### src/rtl/scan_pkg.sv
// scan_pkg: shared widths, FSM encoding and strobe timing for the scan row-driver link.
// Latency: n/a (types and constants only).
// Backpressure: n/a.
package scan_pkg;

    // Default geometry of the row-driver link
    localparam int SCAN_ROW_W      = 10;
    localparam int SCAN_NUM_ROWS   = 1024;
    localparam int SCAN_STROBE_LEN = 3;

    // Strobe timing shared by transmitter and receiver so both sides agree
    localparam int SCAN_LRN_LEAD    = 1;   // samples of lrn=0 before the first data bit
    localparam int SCAN_G2_LEN      = 1;   // samples g2 is held high per row
    localparam int SCAN_SYNC_STAGES = 2;   // extra receiver latency with the input synchronizer

    // Receiver FSM states
    typedef enum logic [1:0] {
        IDLE    = 2'd0,
        SHIFT   = 2'd1,
        LATCHED = 2'd2,
        WRITE   = 2'd3
    } scan_state_t;

    // Next expected row address, wrapping at the end of the pass
    function automatic int unsigned next_row(input int unsigned cur, input int unsigned num_rows);
        return (cur + 1 >= num_rows) ? 0 : cur + 1;
    endfunction

endpackage

### src/rtl/scan_rx_sync.sv
// scan_rx_sync: N-bit two-flop synchronizer bank for asynchronous panel inputs.
// Latency: 2 cycles.
// Backpressure: none; every input bit is resampled each cycle.
module scan_rx_sync #(
    parameter int             N       = 8,
    parameter logic [N-1:0]   RST_VAL = '0
) (
    input  logic         clk,
    input  logic         rst_n,
    input  logic [N-1:0] i_dat,
    output logic [N-1:0] o_dat
);

    logic [N-1:0] r_meta;
    logic [N-1:0] r_sync;

    // Two back-to-back flops; reset values chosen so idle lines look inactive
    always_ff @(posedge clk or negedge rst_n) begin
        if (!rst_n) begin
            r_meta <= RST_VAL;
            r_sync <= RST_VAL;
        end else begin
            r_meta <= i_dat;
            r_sync <= r_meta;
        end
    end

    assign o_dat = r_sync;

endmodule

### src/rtl/scan_row_rx.sv
// scan_row_rx: receiver/checker for the scan-panel row-driver serial interface.
// Latency: all outputs registered, 1 cycle after the deciding sample (+2 with SCAN_RX_SYNC_EN).
// Backpressure: none; the link is free-running and every sample is consumed.
// Build option: SCAN_RX_SYNC_EN inserts a 2-flop synchronizer on all eight inputs.
module scan_row_rx
    import scan_pkg::*;
#(
    parameter int ROW_W      = SCAN_ROW_W,
    parameter int NUM_ROWS   = SCAN_NUM_ROWS,
    parameter int STROBE_LEN = SCAN_STROBE_LEN
) (
    input  logic             clk,
    input  logic             rst_n,
    input  logic             lrn,
    input  logic             g2,
    input  logic             ren,
    input  logic             woe,
    input  logic             g1,
    input  logic             col_start,
    input  logic             col_shift,
    input  logic             row_data,
    output logic [ROW_W-1:0] row_addr,
    output logic             row_addr_vld,
    output logic             row_wr_en,
    output logic [ROW_W:0]   row_cnt,
    output logic             clr_done,
    output logic             clr_ok,
    output logic             err_proto,
    output logic             err_seq,
    output logic             err_len
);

    localparam int SMP_W = $clog2(ROW_W + 1);
    localparam int STB_W = $clog2(STROBE_LEN + 2);

    localparam logic [SMP_W-1:0] SMP_MAX = SMP_W'(ROW_W);
    localparam logic [STB_W-1:0] STB_REQ = STB_W'(STROBE_LEN);
    localparam logic [STB_W-1:0] STB_MAX = STB_W'(STROBE_LEN + 1);
    localparam logic [ROW_W:0]   CNT_MAX = (ROW_W + 1)'(NUM_ROWS);

    // Sampled view of the link
    logic w_lrn, w_g2, w_ren, w_woe, w_g1, w_col_start, w_col_shift, w_row_data;

`ifdef SCAN_RX_SYNC_EN
    logic [7:0] w_sync_out;

    // lrn resets high so the synchronizer does not fake a pass start
    scan_rx_sync #(
        .N       (8),
        .RST_VAL (8'h80)
    ) u_sync (
        .clk   (clk),
        .rst_n (rst_n),
        .i_dat ({lrn, g2, ren, woe, g1, col_start, col_shift, row_data}),
        .o_dat (w_sync_out)
    );

    assign {w_lrn, w_g2, w_ren, w_woe, w_g1, w_col_start, w_col_shift, w_row_data} = w_sync_out;
`else
    assign w_lrn       = lrn;
    assign w_g2        = g2;
    assign w_ren       = ren;
    assign w_woe       = woe;
    assign w_g1        = g1;
    assign w_col_start = col_start;
    assign w_col_shift = col_shift;
    assign w_row_data  = row_data;
`endif

    scan_state_t      r_state;
    logic [ROW_W-1:0] r_shift;
    logic [SMP_W-1:0] r_smp_cnt;
    logic [STB_W-1:0] r_stb_cnt;
    logic [ROW_W-1:0] r_row_addr;
    logic             r_row_addr_vld;
    logic             r_row_wr_en;
    logic [ROW_W:0]   r_row_cnt;
    logic [ROW_W-1:0] r_expected;
    logic             r_clr_done;
    logic             r_clr_ok;
    logic             r_err_proto;
    logic             r_err_seq;
    logic             r_err_len;

    logic w_entry;
    logic w_gate_err;
    logic w_both;
    logic w_split;
    logic w_proto_set;
    logic w_seq_set;
    logic w_len_set;
    logic w_proto_nxt;
    logic w_seq_nxt;
    logic w_len_nxt;

    assign w_entry    = (r_state == IDLE) && !w_lrn;
    assign w_gate_err = (r_state != IDLE) && (w_g1 || w_col_start || w_col_shift);
    assign w_both     = w_ren && w_woe;
    assign w_split    = w_ren ^ w_woe;

    // Error conditions detected on the current sample
    always_comb begin
        w_proto_set = w_gate_err;
        w_seq_set   = 1'b0;
        w_len_set   = 1'b0;
        if (w_lrn) begin
            // Pass ended while a strobe was in flight: that row is short
            if (r_state == WRITE) begin
                w_len_set = 1'b1;
            end
        end else begin
            case (r_state)
                SHIFT: begin
                    if (w_ren || w_woe) begin
                        w_proto_set = 1'b1;
                    end
                    if (w_g2 && (r_smp_cnt < SMP_MAX)) begin
                        w_len_set = 1'b1;
                    end
                end
                LATCHED: begin
                    if (w_g2 || w_split) begin
                        w_proto_set = 1'b1;
                    end
                end
                WRITE: begin
                    if (w_split) begin
                        w_proto_set = 1'b1;
                    end else if (!w_both) begin
                        if (r_stb_cnt != STB_REQ) begin
                            w_len_set = 1'b1;
                        end
                        if (r_row_addr != r_expected) begin
                            w_seq_set = 1'b1;
                        end
                    end
                end
                default: begin
                end
            endcase
        end
    end

    assign w_proto_nxt = r_err_proto || w_proto_set;
    assign w_seq_nxt   = r_err_seq   || w_seq_set;
    assign w_len_nxt   = r_err_len   || w_len_set;

    // Sticky error flags, cleared only by reset or the start of a new pass
    always_ff @(posedge clk or negedge rst_n) begin
        if (!rst_n) begin
            r_err_proto <= 1'b0;
            r_err_seq   <= 1'b0;
            r_err_len   <= 1'b0;
        end else if (w_entry) begin
            r_err_proto <= 1'b0;
            r_err_seq   <= 1'b0;
            r_err_len   <= 1'b0;
        end else begin
            r_err_proto <= w_proto_nxt;
            r_err_seq   <= w_seq_nxt;
            r_err_len   <= w_len_nxt;
        end
    end

    // Receiver FSM: deserialize, latch, decode write strobe, track pass progress
    always_ff @(posedge clk or negedge rst_n) begin
        if (!rst_n) begin
            r_state        <= IDLE;
            r_shift        <= '0;
            r_smp_cnt      <= '0;
            r_stb_cnt      <= '0;
            r_row_addr     <= '0;
            r_row_addr_vld <= 1'b0;
            r_row_wr_en    <= 1'b0;
            r_row_cnt      <= '0;
            r_expected     <= '0;
            r_clr_done     <= 1'b0;
            r_clr_ok       <= 1'b0;
        end else begin
            r_row_addr_vld <= 1'b0;
            r_clr_done     <= 1'b0;
            if (r_state == IDLE) begin
                r_row_wr_en <= 1'b0;
                if (!w_lrn) begin
                    r_state    <= SHIFT;
                    r_row_cnt  <= '0;
                    r_expected <= '0;
                    r_clr_ok   <= 1'b0;
                    r_smp_cnt  <= '0;
                end
            end else if (w_lrn) begin
                // End of pass; a row still in WRITE is dropped, not counted
                r_state     <= IDLE;
                r_row_wr_en <= 1'b0;
                r_clr_done  <= 1'b1;
                r_clr_ok    <= (r_row_cnt == CNT_MAX) && !(w_proto_nxt || w_seq_nxt || w_len_nxt);
            end else begin
                case (r_state)
                    SHIFT: begin
                        if (w_g2) begin
                            r_row_addr     <= r_shift;
                            r_row_addr_vld <= 1'b1;
                            r_state        <= LATCHED;
                        end else begin
                            // LSB arrives first, so the oldest sample ends up in bit 0
                            r_shift <= {w_row_data, r_shift[ROW_W-1:1]};
                            if (r_smp_cnt != SMP_MAX) begin
                                r_smp_cnt <= r_smp_cnt + 1'b1;
                            end
                        end
                    end
                    LATCHED: begin
                        if (w_both) begin
                            r_state     <= WRITE;
                            r_stb_cnt   <= STB_W'(1);
                            r_row_wr_en <= 1'b1;
                        end
                    end
                    WRITE: begin
                        r_row_wr_en <= w_both;
                        if (w_both) begin
                            if (r_stb_cnt != STB_MAX) begin
                                r_stb_cnt <= r_stb_cnt + 1'b1;
                            end
                        end else if (!w_split) begin
                            if (r_row_cnt != CNT_MAX) begin
                                r_row_cnt <= r_row_cnt + 1'b1;
                            end
                            r_expected <= ROW_W'(next_row(32'(r_expected), NUM_ROWS));
                            r_smp_cnt  <= '0;
                            r_state    <= SHIFT;
                        end
                    end
                    default: begin
                        r_state <= IDLE;
                    end
                endcase
            end
        end
    end

    assign row_addr     = r_row_addr;
    assign row_addr_vld = r_row_addr_vld;
    assign row_wr_en    = r_row_wr_en;
    assign row_cnt      = r_row_cnt;
    assign clr_done     = r_clr_done;
    assign clr_ok       = r_clr_ok;
    assign err_proto    = r_err_proto;
    assign err_seq      = r_err_seq;
    assign err_len      = r_err_len;

endmodule

### config.mk
export PLATFORM = sky130hd
export DESIGN_NAME = scan_row_rx
export DESIGN_NICKNAME = d
export VERILOG_FILES = /design/src/rtl/scan_pkg.sv /design/src/rtl/scan_rx_sync.sv /design/src/rtl/scan_row_rx.sv
export SDC_FILE = /design/constraint.sdc
export NUM_CORES = 1
export LEC_CHECK = 0
export CORE_UTILIZATION = 48
export CTS_BUF_LIST = sky130_fd_sc_hd__clkbuf_8
export DETAILED_ROUTE_END_ITERATION = 10
export GPL_ROUTABILITY_DRIVEN = 0
export GPL_TIMING_DRIVEN = 0
export PLACE_DENSITY = 0.7
export SLEW_MARGIN = 10
export SYNTH_ARGS = -nofsm -noshare
export SYNTH_HDL_FRONTEND = slang
export SYNTH_HIERARCHICAL = 1
export SYNTH_SLANG_ARGS = --single-unit
### constraint.sdc
create_clock -name clk -period 4.36 [get_ports clk]
set_input_delay 0.436 -clock clk [delete_from_list [all_inputs] [get_ports clk]]
set_output_delay 0.436 -clock clk [all_outputs]
set_load 0.01 [all_outputs]
# [Word level (Yosys, flattened, before mapping)]
# Cells that the tools add are included.
[totals] regBits=57 latchBits=0 ram_bits=0 mem_bits_ro=0 in_bits=10 output_inout_bits=28 elab_cells=147 memories=0
[op_classes] add_sub_neg=4 n_mul=0 div_mod_pow=0 n_lt_le_gt_ge=2 eq_ne=23 shift=0 muxes=67 n_bitwise=4 n_reduce_logical=33
[ops] op="two-way mux 11 bit" count=7
[ops] op="two-way mux 10 bit" count=7
[ops] op="two-way mux 1 bit" count=30
[ops] op="two-way mux 4 bit" count=7
[ops] op="inequality test 4 bit, second input constant" count=5
[ops] op="inequality test 3 bit, second input constant" count=5
[ops] op="two-way mux 2 bit" count=7
[ops] op="AND reduction 4 bit" count=3
[ops] op="AND reduction 6 bit" count=2
[ops] op="adder 10 x 1 -> 11 bit, second input constant" count=1
[ops] op="adder 11 x 1 -> 11 bit, second input constant" count=1
[ops] op="equality test 11 bit, second input constant" count=1
[ops] op=">= comparator 11 bit, second input constant" count=1
[ops] op="inequality test 11 bit, second input constant" count=1
[ops] op="inequality test 10 bit" count=1
[ops] op="AND reduction 5 bit" count=2
[ops] op="nonzero test 2 bit" count=5
[ops] op="logical OR 1 bit" count=9
[ops] op="two-way mux 3 bit" count=3
[ops] op="case mux 4 bit (2 select lines)" count=1
[ops] op="inequality test 2 x 1 -> 1 bit, second input constant" count=3
[ops] op="inequality test 2 bit, second input constant" count=3
[ops] op="case mux 2 bit (3 select lines)" count=1
[ops] op="case mux 3 bit (2 select lines)" count=1
[ops] op="other kinds (16)" count=26

# [Depth between registers and ports, before layout]
# Gate-level depths: netlist of run 1.
[logic_depth] word_depth=13 depth_mapped=7 depth_no_buf=7

# [Worst setup path after synthesis of run 1]
# No wires, ideal clock.
[synth_path] kind="register to register" from="register r_state[1]" to="register r_shift[0]" setup_time_ns=0.125 t_arrival_ns=1.923 required_time_ns=4.235 path_slack_ns=2.312 stages_incl_launch_ff=8 path_buffers=1 period_less_slack_ns=2.048 cell_sequence="dfrtp_1 -> inv_1 -> ha_1 -> inv_1 -> ha_1 -> nand3b_1 -> clkbuf_1 -> mux2_2"
[synth_between] elab_chain_len=3 elab_cells_between_ends=4 cone_classes="1 x eq/ne; 1 x bitwise; 2 x reduce/logical"
[synth_lines] element="from (decl)" line="scan_row_rx.sv:70" source="scan_state_t r_state;"
[synth_lines] element="from (signal assigned)" line="scan_row_rx.sv:168" source="r_state <= IDLE;"
[synth_lines] element="from (signal assigned)" line="scan_row_rx.sv:185" source="r_state <= SHIFT;"
[synth_lines] element="from (signal assigned)" line="scan_row_rx.sv:193" source="r_state <= IDLE;"
[synth_lines] element="logical NOT 2 bit" line="scan_row_rx.sv:182" source="if (r_state == IDLE) begin"
[synth_lines] element="NOT 1 bit (no line)"
[synth_lines] element="AND reduction 4 bit (no line) (*)"
[synth_lines] element="to (signal assigned)" line="scan_row_rx.sv:206" source="r_shift <= {w_row_data, r_shift[ROW_W-1:1]};"
[synth_lines] element="to (decl)" line="scan_row_rx.sv:71" source="logic [ROW_W-1:0] r_shift;"
# Mark *: on every way between the ends. The rest lies on a longest branch, timed or not.
# A chain may end at the register's enable or synchronous reset.

# [Worst setup path in the final report of run 1]
[layout_path] from="register r_state[1]" to="register r_shift[7]"
# The elaborated chain is that of the path after synthesis.

==> run_results.csv, run 1 <==
group,metric,value,unit
clock_tree,holdBufCountCts,0,
timing,tns,0,ns
cells_and_area,nFillCells,554,
cells_and_area,design_area,3780,um2
timing,period_minus_slack,2.53,ns
synth,synth_compound_area_share,12.7,%
detailed_routing,drtAntennaViolNets,0,
timing,slew_headroom,48.6,%
synth,synth_edf_count,0,
floorplanning,dieArea,6860,um2
synth,ys_types,47,
detailed_routing,vias_per_cell,5.74,
global_routing,grt_usage,21.0,%
outcome,status,"finished clean",
cells_and_area,drive_above_1_share,13.9,%
clock_tree,clock_path_buffers,2,
power_and_ir_drop,ir_worst_vdd,0.339,mV
synth,syn_avg_cell_area,10.4,um2
timing,max_freq,395,MHz
synth,syn-cell-area,3140,um2
detailed_routing,first_iter_violations,118,
critical_path,cp_slowest_cell,"clkbuf_1",
detailed_routing,totalWireLength,6660,um
critical_path,r2r_start,"r_state[1]$_DFFE_PN0P_",
critical_path,worstPathCellList,"inv_1 > ha_1 > inv_1 > ha_1 > nand3b_1 > clkbuf_1 > mux2_2",
critical_path,worstPathRequired,4.58,ns
power_and_ir_drop,p_leak,1.72,nW
cells_and_area,finish.utilization,59.9,%
global_routing,grt_pass1_vias,2477,
critical_path,cp-start-kind,"flip-flop",
global_routing,grt-ovfl-total,0,
critical_path,path_buf_inv,3,
power_and_ir_drop,cellPowerDensity,534,nW/um2
clock_tree,clk_pin_slew,0.07,ns
placed_design,place_area,3600,um2
synth,ys.flop_type,"dfrtp_1",
timing,setup_viol,0,
critical_path,slowest_delay,0.46,ns
global_routing,grt_pass1_wl,11700,um
detailed_routing,vias,2469,
timing,maxSlewViolCount,0,
synth,synthSimpleGateAreaFrac,17.9,%
synth,synthMuxAreaShare,8.89,%
synth,synth_top_family_by_area,"simple AND/OR/NAND/NOR gates",
cells_and_area,regArea,1430,um2
synth,synth.net_count,332,
critical_path,end_kind,"flip-flop",
critical_path,cp_top_family,"buffers and inverters",
synth,synth_cells,301,
clock_tree,postCtsSetupBuffers,0,
timing,period_share,58.1,%
synth,yosysSeqAreaShare,45.5,%
detailed_routing,drcViolationCount,0,
critical_path,startpoint,"r_state[1]$_DFFE_PN0P_",
detailed_routing,firstDrtPassIters,4,
global_routing,antenna_found_initial,0,
synth,synth_xor_area_share,3.91,%
floorplanning,core-area,6310,um2
clock_tree,insertion_delay,0.33,ns
cells_and_area,diodes,0,
cells_and_area,syn_to_final_growth,20.6,%
placed_design,io_buffer_count,37,
min_path,hold_class,"in2async",
synth,yosysWarningCount,6,
clock_tree,cts_sinks,57,
timing,tightestPinTransition,0.764,ns
synth,async_flop_share,100,%
global_routing,grt_max_degree,58,
floorplanning,rows,29,
clock_tree,cts_tree,"built",
synth,ys_ff_latch,57,
clock_tree,cts_resized,0,
job,drv_cap,0,
clock_tree,cts_buffers,9,
critical_path,path_max_fanout,10,
floorplanning,chipHeight,82.9,um
cells_and_area,layout.nets,380,
timing,hold_violations,0,
clock_tree,root_buffer,"clkbuf_8",
critical_path,critPathKind,"reg2reg",
timing,rsz0062_at_grt,"false",
detailed_routing,drt-wirelength-per-cell,15.5,um
placed_design,dp_hpwl,4670,um
timing,fin_skew,0.00645,ns
clock_tree,cts-htree-levels,3,
floorplanning,io_pins,38,
synth,synth_fa_ha_area_share,8.37,%
floorplanning,initial_utilization,49.7,%
cells_and_area,multi_input_area,1620,um2
floorplanning,chipWidth,82.9,um
critical_path,worst_ep_arrival_time,2.75,ns
==> synth_stat cells (all sizes together), types with 4 or more instances <==
| library cell | instances | share of area (%) |
|---|---|---|
| nand3 | 11 | 1.8 |
| o211ai | 4 | 0.96 |
| or3 | 11 | 2.2 |
| inv | 16 | 1.9 |
| nor2 | 13 | 1.6 |
| ha | 21 | 8.4 |
| or4 | 4 | 0.96 |
| nor4 | 6 | 1.2 |
| o31ai | 4 | 0.96 |
| dfrtp | 57 | 45 |
| nand2 | 18 | 2.2 |
| a21oi | 16 | 2.6 |
| nor3 | 7 | 1.1 |
| nand4 | 7 | 1.9 |
| o21ai | 20 | 3.2 |
| mux2 | 23 | 8.3 |
| a31oi | 5 | 1.0 |
| xor2 | 13 | 3.6 |
==> report_power, final <==
part	internal, mW	switching [mW]
combinational	0.363	0.422
clock	0.246	0.201
sequential	0.657	0.129
==> layer usage <==
layer / share of wire, % / GRT usage (%) / up-vias
li1: - / - / 1201
met1: 47 / 27.5 / 1193
met2: 46 / 32.8 / 63
met3: 4.8 / 4.27 / 12
met4: 2.2 / 11.0 / 0
met5: 0 / 0 / -
==> registers in the layout, indices dropped and copies added (netlist names), 2 cells and up <==
| signal | count |
|---|---|
| row_addr | 10 |
| row_cnt | 11 |
| r_stb_cnt | 3 |
| r_expected | 10 |
| r_smp_cnt | 4 |
| r_shift | 10 |
| r_state | 2 |
==> cell families after synthesis <==
group           count (synthesis)
mux                            25
fa+ha+maj                      21
simple gates                   99
compound gates                 63
xor+xnor                       14
buf+inv                        22
flops                          57
==> worst paths after layout <==
path,end,slack (ns),cells after the start
hold reg to reg,clr_ok$_DFFE_PN0P_,0.50,2
setup reg to reg,r_shift[7]$_DFFE_PN0P_,1.83,7
setup / recovery,r_shift[7]$_DFFE_PN0P_,1.83,7
max in group asynchronous,r_expected[5]$_DFFE_PN0P_,3.74,1
hold / removal,row_cnt[8]$_DFFE_PN0P_,0.14,1
min in group clk,clr_ok$_DFFE_PN0P_,0.50,2
==> metrics by stage <==
stage               total power [mW]  hold slack, ns  setup slack [ns]  std cells
detailed placement              1.58           0.481              1.60        415
global route                    2.17           0.214              1.64        430
global placement                1.55           0.470              1.07        415
floorplan                       1.30           0.140              2.31        301
CTS                             2.04           0.175              1.82        430
finish                          2.02           0.139              1.83        430
==> cell type report <==
class | count | share of cell area (%)
Inverter | 16 | 1.59
Sequential cell | 57 | 37.7
Clock inverter | 3 | 0.430
Clock buffer | 12 | 4.37
Timing Repair Buffer | 37 | 9.72
Buffer | 6 | 0.761
Tap cell | 77 | 2.55
Multi-Input combinational cell | 222 | 42.9
==> cell usage in the layout, fill, tap and decap left out, types with 7 or more instances in the layout <==
cell             synthesis  routed
a21oi_1                 16      16
clkbuf_8                 0      12
clkdlybuf4s50_1          0      36
dfrtp_1                 57      57
ha_1                    21      21
inv_1                   16      17
mux2_2                  23      23
nand2_1                 18      18
nand3_1                 11      11
nor2_1                  12      12
nor3_1                   7       7
o21ai_0                 19      19
or3_1                   11      11
xor2_1                  13      13
(Power assumes the default switching activity.)
==> inputs of run 2 (changes only) <==
==> constraint.sdc (replaced) <==
create_clock -name clk -period 2.5 [get_ports clk]
set_input_delay 0.25 -clock clk [delete_from_list [all_inputs] [get_ports clk]]
set_output_delay 0.25 -clock clk [all_outputs]
set_load 0.01 [all_outputs]
==> run 2 against run 1 <==
Compared with the run above: power up 75%; fmax is 8.2% higher; core utilization is 0.26 points higher; non-clock buffer count grew 1; cell count is 0.23% higher; critical path depth down 1; register-to-register slack worse by 1.7 ns; sequential power grew 74%; via count fell by 0.65%; sequential share of layout area shrank 0.16 points; critical endpoint is now r_expected[0]$_DFFE_PN0P_.
==> run_results.csv, run 2 (synthesis results as in run 1) <==
group,metric,value,unit
critical_path,cpMostUsedCell,"o21ai_0",
critical_path,r2r_start,"r_state[0]$_DFFE_PN0P_",
cells_and_area,syn_to_final_growth,21.1,%
floorplanning,chipWidth,82.9,um
global_routing,antenna_found_initial,0,
cells_and_area,final_common_cell,"dfrtp_1",
global_routing,grt_usage,21.0,%
power_and_ir_drop,pwr-share-clk,22.2,%
timing,period_minus_slack,2.34,ns
critical_path,critPathKind,"reg2reg",
min_path,hold_class,"reg2reg",
power_and_ir_drop,switching_power,1.31,mW
floorplanning,core-area,6310,um2
min_path,hold_path_startpoint,"clr_ok$_DFFE_PN0P_",
power_and_ir_drop,swShare,37.2,%
detailed_routing,top_layer_used,"met4",
clock_tree,cts_tree,"built",
detailed_routing,totalWireLength,6650,um
critical_path,path_max_fanout,7,
timing,rsz0062_at_grt,"false",
placed_design,dp_hpwl,4670,um
critical_path,worstPathCellList,"inv_1 > ha_1 > or2_2 > nor4_1 > o21ai_0 > o21ai_0",
cells_and_area,drive_above_1_share,14.4,%
clock_tree,cts_buffers,9,
floorplanning,rows,29,
global_routing,grt_pass1_wl,11700,um
job,drv_cap,0,
floorplanning,io_pins,38,
clock_tree,root_buffer,"clkbuf_8",
power_and_ir_drop,cellPowerDensity,927,nW/um2
critical_path,cp_slowest_cell,"nor4_1",
detailed_routing,drtAntennaViolNets,0,
outcome,status,"finished clean",
timing,hold_violations,0,
detailed_routing,routed-wl-met3,291,um
critical_path,worstPathRequired,2.75,ns
min_path,hold_end,"clr_ok$_DFFE_PN0P_",
timing,period_share,93.6,%
placed_design,io_buffer_count,37,
global_routing,grt-ovfl-total,0,
clock_tree,clk_pin_slew,0.06,ns
clock_tree,clock_path_buffers,2,
timing,tightestPinTransition,0.755,ns
cells_and_area,nFillCells,552,
power_and_ir_drop,p_int,2.21,mW
detailed_routing,vias_per_cell,5.69,
clock_tree,insertion_delay,0.33,ns
floorplanning,dieArea,6860,um2
global_routing,grt_max_degree,58,
detailed_routing,vias,2453,
detailed_routing,drt-met1-wl,3110,um
cells_and_area,diodes,0,
cells_and_area,mostFrequentLayoutCells,"dfrtp_1, clkdlybuf4s50_1, mux2_2",
timing,setup_viol,0,
detailed_routing,met2_length,3090,um
critical_path,reg2regPathDepth,6,
detailed_routing,drcViolationCount,0,
timing,slew_headroom,49.2,%
critical_path,end_kind,"flip-flop",
critical_path,slowest_delay,0.59,ns
power_and_ir_drop,ir_worst_vdd,0.592,mV
cells_and_area,layout.nets,381,
critical_path,reg2reg_slack,0.16,ns
cells_and_area,largest_register_ffs,11,
timing,maxSlewViolCount,0,
floorplanning,initial_utilization,49.7,%
timing,max_freq,428,MHz
min_path,min_path_cells,2,
cells_and_area,design_area,3800,um2
power_and_ir_drop,pwr-share-comb,39.0,%
detailed_routing,drt-wirelength-per-cell,15.4,um
power_and_ir_drop,sequentialPowerShare,38.9,%
cells_and_area,regArea,1430,um2
timing,whs,0.495,ns
placed_design,place_area,3600,um2
critical_path,r2r_end,"r_expected[0]$_DFFE_PN0P_",
detailed_routing,firstDrtPassIters,4,
critical_path,cp-start-kind,"flip-flop",
power_and_ir_drop,p_leak,1.73,nW
timing,fin_skew,0.00642,ns
floorplanning,chipHeight,82.9,um
clock_tree,cts-htree-levels,3,
cells_and_area,multi_input_area,1630,um2
critical_path,worst_ep_arrival_time,2.59,ns
clock_tree,cts_sinks,57,
detailed_routing,first_iter_violations,111,
global_routing,grt_pass1_vias,2484,
## run 2: metal layers
metal  vias to the layer above  global-route usage [%]
met5                         -                       0
met4                         0                    11.0
met3                        13                    4.27
met2                        52                    32.8
met1                      1188                    27.6
li1                       1200                       -
## run 2: how the worst max path moves through the flow
stage	from	to	slack, ns	cells after the start
after detailed placement	lrn	r_shift[7]$_DFFE_PN0P_	-0.08	7
after CTS	r_state[0]$_DFFE_PN0P_	r_shift[7]$_DFFE_PN0P_	0.1	6
final	r_state[0]$_DFFE_PN0P_	r_expected[0]$_DFFE_PN0P_	0.16	6
after global routing	r_state[0]$_DFFE_PN0P_	r_expected[0]$_DFFE_PN0P_	0.03	6
after floorplan	r_state[1]$_DFFE_PN0P_	r_shift[0]$_DFFE_PN0P_	0.45	7
after global placement	rst_n	r_stb_cnt[1]$_DFFE_PN0P_	-0.60	1
## run 2: cell type report
| class | instances | area share (%) |
|---|---|---|
| Multi-Input combinational cell | 222 | 42.8 |
| Clock inverter | 3 | 0.428 |
| Clock buffer | 12 | 4.35 |
| Tap cell | 77 | 2.54 |
| Inverter | 16 | 1.58 |
| Sequential cell | 57 | 37.5 |
| Buffer | 5 | 0.659 |
| Timing Repair Buffer | 39 | 10.1 |
## run 2: critical path: cells and delay by family (launching register included)
family	cells	cell delay, ns
and+or+nand+nor	2	0.96
DFF	1	0.44
AOI/OAI and AO/OA	2	0.42
adders and majority gates	1	0.31
buffers and inverters	1	0.13
## run 2: repair_timing
action | 4_1_cts | 5_1_grt
hold endpoints to repair | 16 | 0
hold buffers | 1 | 0
resized for setup | 0 | 1
gates cloned | 0 | 0
setup buffers | 0 | 1
setup endpoints to repair | 10 | 11
## run 2: power groups by stage
stage / clock network (mW) / registers (mW) / logic [mW]
after global placement: 0 / 1.38 / 1.33
after CTS: 0.804 / 1.37 / 1.38
after global routing: 0.844 / 1.41 / 1.54
final: 0.781 / 1.37 / 1.37
after floorplan: 0 / 1.37 / 0.890
after detailed placement: 0 / 1.39 / 1.37
## run 2: stage by stage
step | std cells | utilization (%) | worst slack (ns) | setup TNS, ns | power [mW]
final | 431 | 60.2 | 0.161 | 0 | 3.52
after global routing | 431 | 60.2 | 0.0270 | 0 | 3.79
after CTS | 430 | 60.0 | 0.0993 | 0 | 3.55
after detailed placement | 415 | 57.1 | -0.0773 | -0.738 | 2.75
after global placement | 415 | 57.1 | -0.604 | -34.80 | 2.71
after floorplan | 301 | - | 0.452 | 0 | 2.26
